`config.mk`:
```
export PLATFORM = sky130hd
export DESIGN_NAME = wmst_out_fm_ctrl
export DESIGN_NICKNAME = d
export VERILOG_FILES = /design/src/rtl/wmst_out_fm_ctrl.sv
export SDC_FILE = /design/constraint.sdc
export NUM_CORES = 1
export LEC_CHECK = 0
export ABC_AREA = 1
export BUFFER_PORTS_ARGS = -buffer_cell sky130_fd_sc_hd__buf_4
export CAP_MARGIN = 20
export CORE_UTILIZATION = 30
export CTS_BUF_LIST = sky130_fd_sc_hd__clkbuf_4 sky130_fd_sc_hd__clkbuf_8
export DETAILED_ROUTE_END_ITERATION = 7
export HOLD_SLACK_MARGIN = 0.12
export MAX_ROUTING_LAYER = met4
export PLACE_DENSITY_LB_ADDON = 0.12
export SYNTH_ARGS = -nofsm -noshare
export SYNTH_HDL_FRONTEND = slang
export SYNTH_SLANG_ARGS = --single-unit
```
`constraint.sdc`:
```
create_clock -name clk -period 7.2 [get_ports clk]
set_input_delay 0.36 -clock clk [delete_from_list [all_inputs] [get_ports clk]]
set_output_delay 0.36 -clock clk [all_outputs]
set_load 0.005 [all_outputs]
```
`src/rtl/wmst_out_fm_ctrl.sv`:
```
// wmst_out_fm_ctrl: write-master controller for output-feature-map tiles.
// Walks Tm maps x Tr rows of a tile and issues one Tc-word burst per row
// to the write DMA engine, waiting for each burst to complete.
// Optional feature: define WMST_FIFO_GATE_EN to hold each burst until the
// output FIFO holds at least one full row (Tc words).
module wmst_out_fm_ctrl #(
   parameter int AW          = 12,
   parameter int CW          = 16,
   parameter int DW          = 32,
   parameter int M           = 32,
   parameter int R           = 64,
   parameter int C           = 32,
   parameter int Tm          = 16,
   parameter int Tr          = 64,
   parameter int Tc          = 16,
   parameter int OUT_FM_BASE = 0
) (
   input  logic          clk,
   input  logic          rst,
   input  logic          store_start,
   output logic          store_done,
   input  logic [CW-1:0] tile_base_m,
   input  logic [CW-1:0] tile_base_row,
   input  logic [CW-1:0] tile_base_col,
   input  logic [AW-1:0] store_fifo_count,
   output logic [DW-1:0] param_waddr,
   output logic [AW-1:0] param_iolen,
   output logic          store_trans_start,
   input  logic          store_trans_done
);

   typedef enum logic [2:0] {
      IDLE,
      WAIT,
      CONFIG,
      TRANS,
      DONE
   } wst_t;

   wst_t          wst;
   wst_t          wst_nxt;
   logic [CW-1:0] tm;
   logic [CW-1:0] tr;
   logic          gate_ok;
   logic          last_burst;
   logic [DW-1:0] addr_words;

`ifdef WMST_FIFO_GATE_EN
   // A burst may only start once a full row is buffered in the FIFO
   logic unused_cfg;
   assign unused_cfg = ^CW'(M);
   assign gate_ok    = (store_fifo_count >= AW'(Tc));
`else
   // FIFO occupancy is not consulted; WAIT always lasts a single cycle
   logic unused_cfg;
   assign unused_cfg = ^{store_fifo_count, CW'(M)};
   assign gate_ok    = 1'b1;
`endif

   assign last_burst = (tm == CW'(Tm - 1)) && (tr == CW'(Tr - 1));
   assign store_done = (wst == DONE);

   // Word address of the current row; wraps modulo 2^DW
   always_comb begin
      addr_words = DW'(OUT_FM_BASE)
                 + (DW'(tile_base_m) + DW'(tm)) * DW'(R) * DW'(C)
                 + (DW'(tile_base_row) + DW'(tr)) * DW'(C)
                 + DW'(tile_base_col);
   end

   // State register
   always_ff @(posedge clk or posedge rst) begin
      if (rst) begin
         wst <= IDLE;
      end else begin
         wst <= wst_nxt;
      end
   end

   // Next-state logic
   always_comb begin
      wst_nxt = wst;
      case (wst)
         IDLE:    if (store_start) wst_nxt = WAIT;
         WAIT:    if (gate_ok) wst_nxt = CONFIG;
         CONFIG:  wst_nxt = TRANS;
         TRANS:   if (store_trans_done) wst_nxt = last_burst ? DONE : WAIT;
         DONE:    wst_nxt = IDLE;
         default: wst_nxt = IDLE;
      endcase
   end

   // Row/map loop counters: advance on each completed burst, clear on DONE
   always_ff @(posedge clk or posedge rst) begin
      if (rst) begin
         tm <= '0;
         tr <= '0;
      end else if (wst == DONE) begin
         tm <= '0;
         tr <= '0;
      end else if ((wst == TRANS) && store_trans_done) begin
         if (tr == CW'(Tr - 1)) begin
            tr <= '0;
            tm <= tm + CW'(1);
         end else begin
            tr <= tr + CW'(1);
         end
      end
   end

   // Burst parameters latched in CONFIG; request pulse on the first TRANS cycle
   always_ff @(posedge clk or posedge rst) begin
      if (rst) begin
         param_waddr       <= '0;
         param_iolen       <= '0;
         store_trans_start <= 1'b0;
      end else begin
         store_trans_start <= (wst == CONFIG);
         if (wst == CONFIG) begin
            param_waddr <= addr_words << 2;
            param_iolen <= AW'(Tc);
         end
      end
   end

endmodule

```
==> impl_metrics.toml <==
[outcome]
status = "finished clean"

[logic_synthesis]
synth_area_mm2 = 0.00612
postSynthAreaPerCell_um2 = 7.09
yosysSeqAreaShare = 0.270
yosysUniqueCellTypes = 42
synth_seq_cells = 66
syn_inst = 863
ys_warn_count = 0

[setup_path]
worst_ep_arrival_time_ns = 4.24
cpMaxStageDelayCell = "fa_1"
crit_fanout = 6
crit_path_start_kind = "flop"
max_stage_delay_ns = 0.48
worstSetupPathType = "reg2reg"
end_kind = "flop"
cp.required_ns = 7.46
cpMostUsedCell = "nand2_1"
critical_path.cell_chain = "ha_1, inv_1, fa_1, inv_1, a21oi_1, o21ai_0, nand3_1, nand2_1, xnor2_1, fa_1, inv_1, ha_1, nand2_1, nor2_1, nand2_1, o21ai_0, nand3_1, nand2_1, nand2_1, nand3_1, nand2_1"

[placed_design]
dp.cells = 1203
portBuffers = 83
place_hpwl_um = 12700
gp_congestion = 0.791

[grt]
grt_overflow = 0
grt_pass1_vias = 5143
grt_max_degree = 67
antenna_found_initial = 0
grt_use_total = 0.164
grt_first_pass_wirelength_um = 25700

[routing]
dr.pass1.iters = 4
vias = 5401
wl_per_cell_um = 12.8
drc_errors = 0
vias_per_cell = 4.43
drt_iter0_markers = 273
ant_nets = 0
wl_um = 15700

[clock_network]
cts_inserted_buffers = 9
cts_resized = 0
clk_path_buf_depth = 2
clockRootBuffer = "clkbuf_8"
clkLatencyLatePin_ns = 0.37
cts_tree = "done"
post-cts-setup-buffers = 0
htree_levels = 3
path_clk_slew_ns = 0.08
holdBufCountCts = 0
clock-sinks = 66

[power_and_ir_drop]
combPwrFrac = 0.488
p_int_uw = 951
seqPwrFrac = 0.324
p_sw_frac = 0.418
clkPwrFrac = 0.188
ir_drop_mv = 0.0895
powerDensity_mw_per_mm2 = 228
leakage_uw = 0.00378
p_sw_uw = 684

[floorplanning]
dieArea_mm2 = 0.0210
core_mm2 = 0.0197
die_y_um = 145
core.rowCount = 51
ios = 110
fp.dieW_um = 145
initial_core_util = 0.310

[sta]
rsz0062_at_grt = "no"
setup_total_negative_slack_ns = 0
slew_violations = 0
finalHoldViolCount = 0
slew-limit-headroom = 0.410
tightest_slew_ns = 0.885
max_freq_mhz = 252
fin_skew_ns = 0.0143
layout_min_cycle_time_ns = 3.97
period_share = 0.552
setup_viol_count_final = 0

[final_layout]
finalNonFillerCells = 1219
antennaDiodeCount = 0
area_growth_pct = 17.0
drive_gt1_frac = 0.131
fin_nets = 1084

[run]
max_cap_violations = 0

[hold_path]
hp-class = "in2reg"
-- per-stage QoR --
stage | instance area (um2) | total power, uW | util | setup slack (ns) | hold WS [ns]
5_1_grt | 7160 | 1810 | 0.363 | 2.70 | 0.196
4_1_cts | 7160 | 1670 | 0.363 | 3.20 | 0.178
6_report | 7160 | 1630 | 0.363 | 3.23 | 0.200
3_3_place_gp | 6980 | 1340 | 0.354 | 3.16 | 0.454
3_5_place_dp | 6980 | 1350 | 0.354 | 3.17 | 0.460
2_1_floorplan | 6170 | 1070 | - | 3.71 | 0.465
-- cell usage after synthesis, drive strengths merged --
| master | number | share of area |
|---|---|---|
| or2 | 6 | 0.0061 |
| buf | 18 | 0.022 |
| o21ai | 46 | 0.038 |
| conb | 1 | 0.00061 |
| o21a | 1 | 0.0012 |
| and3 | 4 | 0.0041 |
| o21bai | 5 | 0.0061 |
| o22ai | 3 | 0.0031 |
| nand3b | 2 | 0.0025 |
| o2111ai | 1 | 0.0014 |
| xnor2 | 22 | 0.031 |
| inv | 110 | 0.068 |
| nand4 | 8 | 0.0082 |
| a31o | 1 | 0.0014 |
| nor2 | 67 | 0.048 |
| a21o | 1 | 0.0012 |
| o311ai | 1 | 0.0014 |
| clkbuf | 5 | 0.0031 |
| a21oi | 51 | 0.042 |
| a31oi | 5 | 0.0051 |
| nor3 | 21 | 0.021 |
| fa | 8 | 0.026 |
| dfrtp | 66 | 0.27 |
| nor4 | 4 | 0.0041 |
| nand2 | 251 | 0.16 |
| xor2 | 32 | 0.046 |
| nand3 | 53 | 0.043 |
| o31ai | 7 | 0.0086 |
| ha | 63 | 0.13 |
-- worst max-delay path: cells and delay by family, from the launching register on --
| family | cells | cell delay (ns) |
|---|---|---|
| buffers and inverters | 3 | 0.19 |
| adders and majority gates | 4 | 1.42 |
| AOI/OAI and AO/OA | 3 | 0.74 |
| xor gates and xnor gates | 1 | 0.08 |
| and+or+nand+nor | 10 | 0.97 |
| DFF | 1 | 0.47 |
-- routing by layer --
metal	GRT usage	up-vias	share of wire
li1	-	2964	-
met1	0.219	2346	0.52
met2	0.258	78	0.44
met3	0.0211	13	0.027
met4	0.0465	0	0.011
met5	-	-	0
-- sequential cells by signal, summed over array words and instances, names as in the netlist --
name,flops
param_waddr,29
tm,16
tr,16
wst,3
param_iolen,1
store_trans_start,1
-- logic make-up after synthesis --
logic type | synth area share
adders and majority gates | 0.155
AOI/OAI and AO/OA | 0.110
DFF | 0.270
xor gates and xnor gates | 0.0773
and+or+nand+nor | 0.294
buffers and inverters | 0.0935
other | 0.000613
-- cell usage in the layout (no fill, tap or decap), drive strengths merged, types with 7 or more instances in the layout --
cell type  count
a21oi         51
ha            63
nor2          67
fa             8
conb          14
clkbuf        10
dfrtp         66
buf           85
nand3         53
inv          111
o21ai         46
xnor2         22
nand4          8
nor3          21
nand2        251
xor2          32
o31ai          7
-- power by group through the flow --
| stage | sequential, uW | clock, uW | combinational [uW] |
|---|---|---|---|
| final | 529 | 308 | 798 |
| after global routing | 543 | 337 | 930 |
| after CTS | 529 | 324 | 816 |
| after detailed placement | 536 | 0 | 812 |
| after global placement | 533 | 0 | 812 |
| after floorplan | 534 | 0 | 531 |
-- cell type report --
class | instances | area [um2]
Fill cell | 2148 | 12600
Multi-Input combinational cell | 677 | 3940
Sequential cell | 66 | 1650
Timing Repair Buffer | 85 | 638
Inverter | 110 | 415
Tap cell | 265 | 332
Clock buffer | 10 | 138
Clock inverter | 6 | 41.3
-- final timing paths --
check | cells after the start | to | slack (ns) | from
setup / recovery | 21 | param_waddr[26] | 3.23 | tr[0]
hold / removal | 3 | param_waddr[4] | 0.20 | tile_base_col[2]
setup reg to reg | 21 | param_waddr[26] | 3.23 | tr[0]
hold reg to reg | 2 | param_waddr[5] | 0.48 | param_waddr[5]
max in group asynchronous | 3 | tr[12] | 6.37 | rst
min in group asynchronous | 3 | param_waddr[14] | 0.26 | rst
Note: power is estimated with default switching activity, not from simulation.
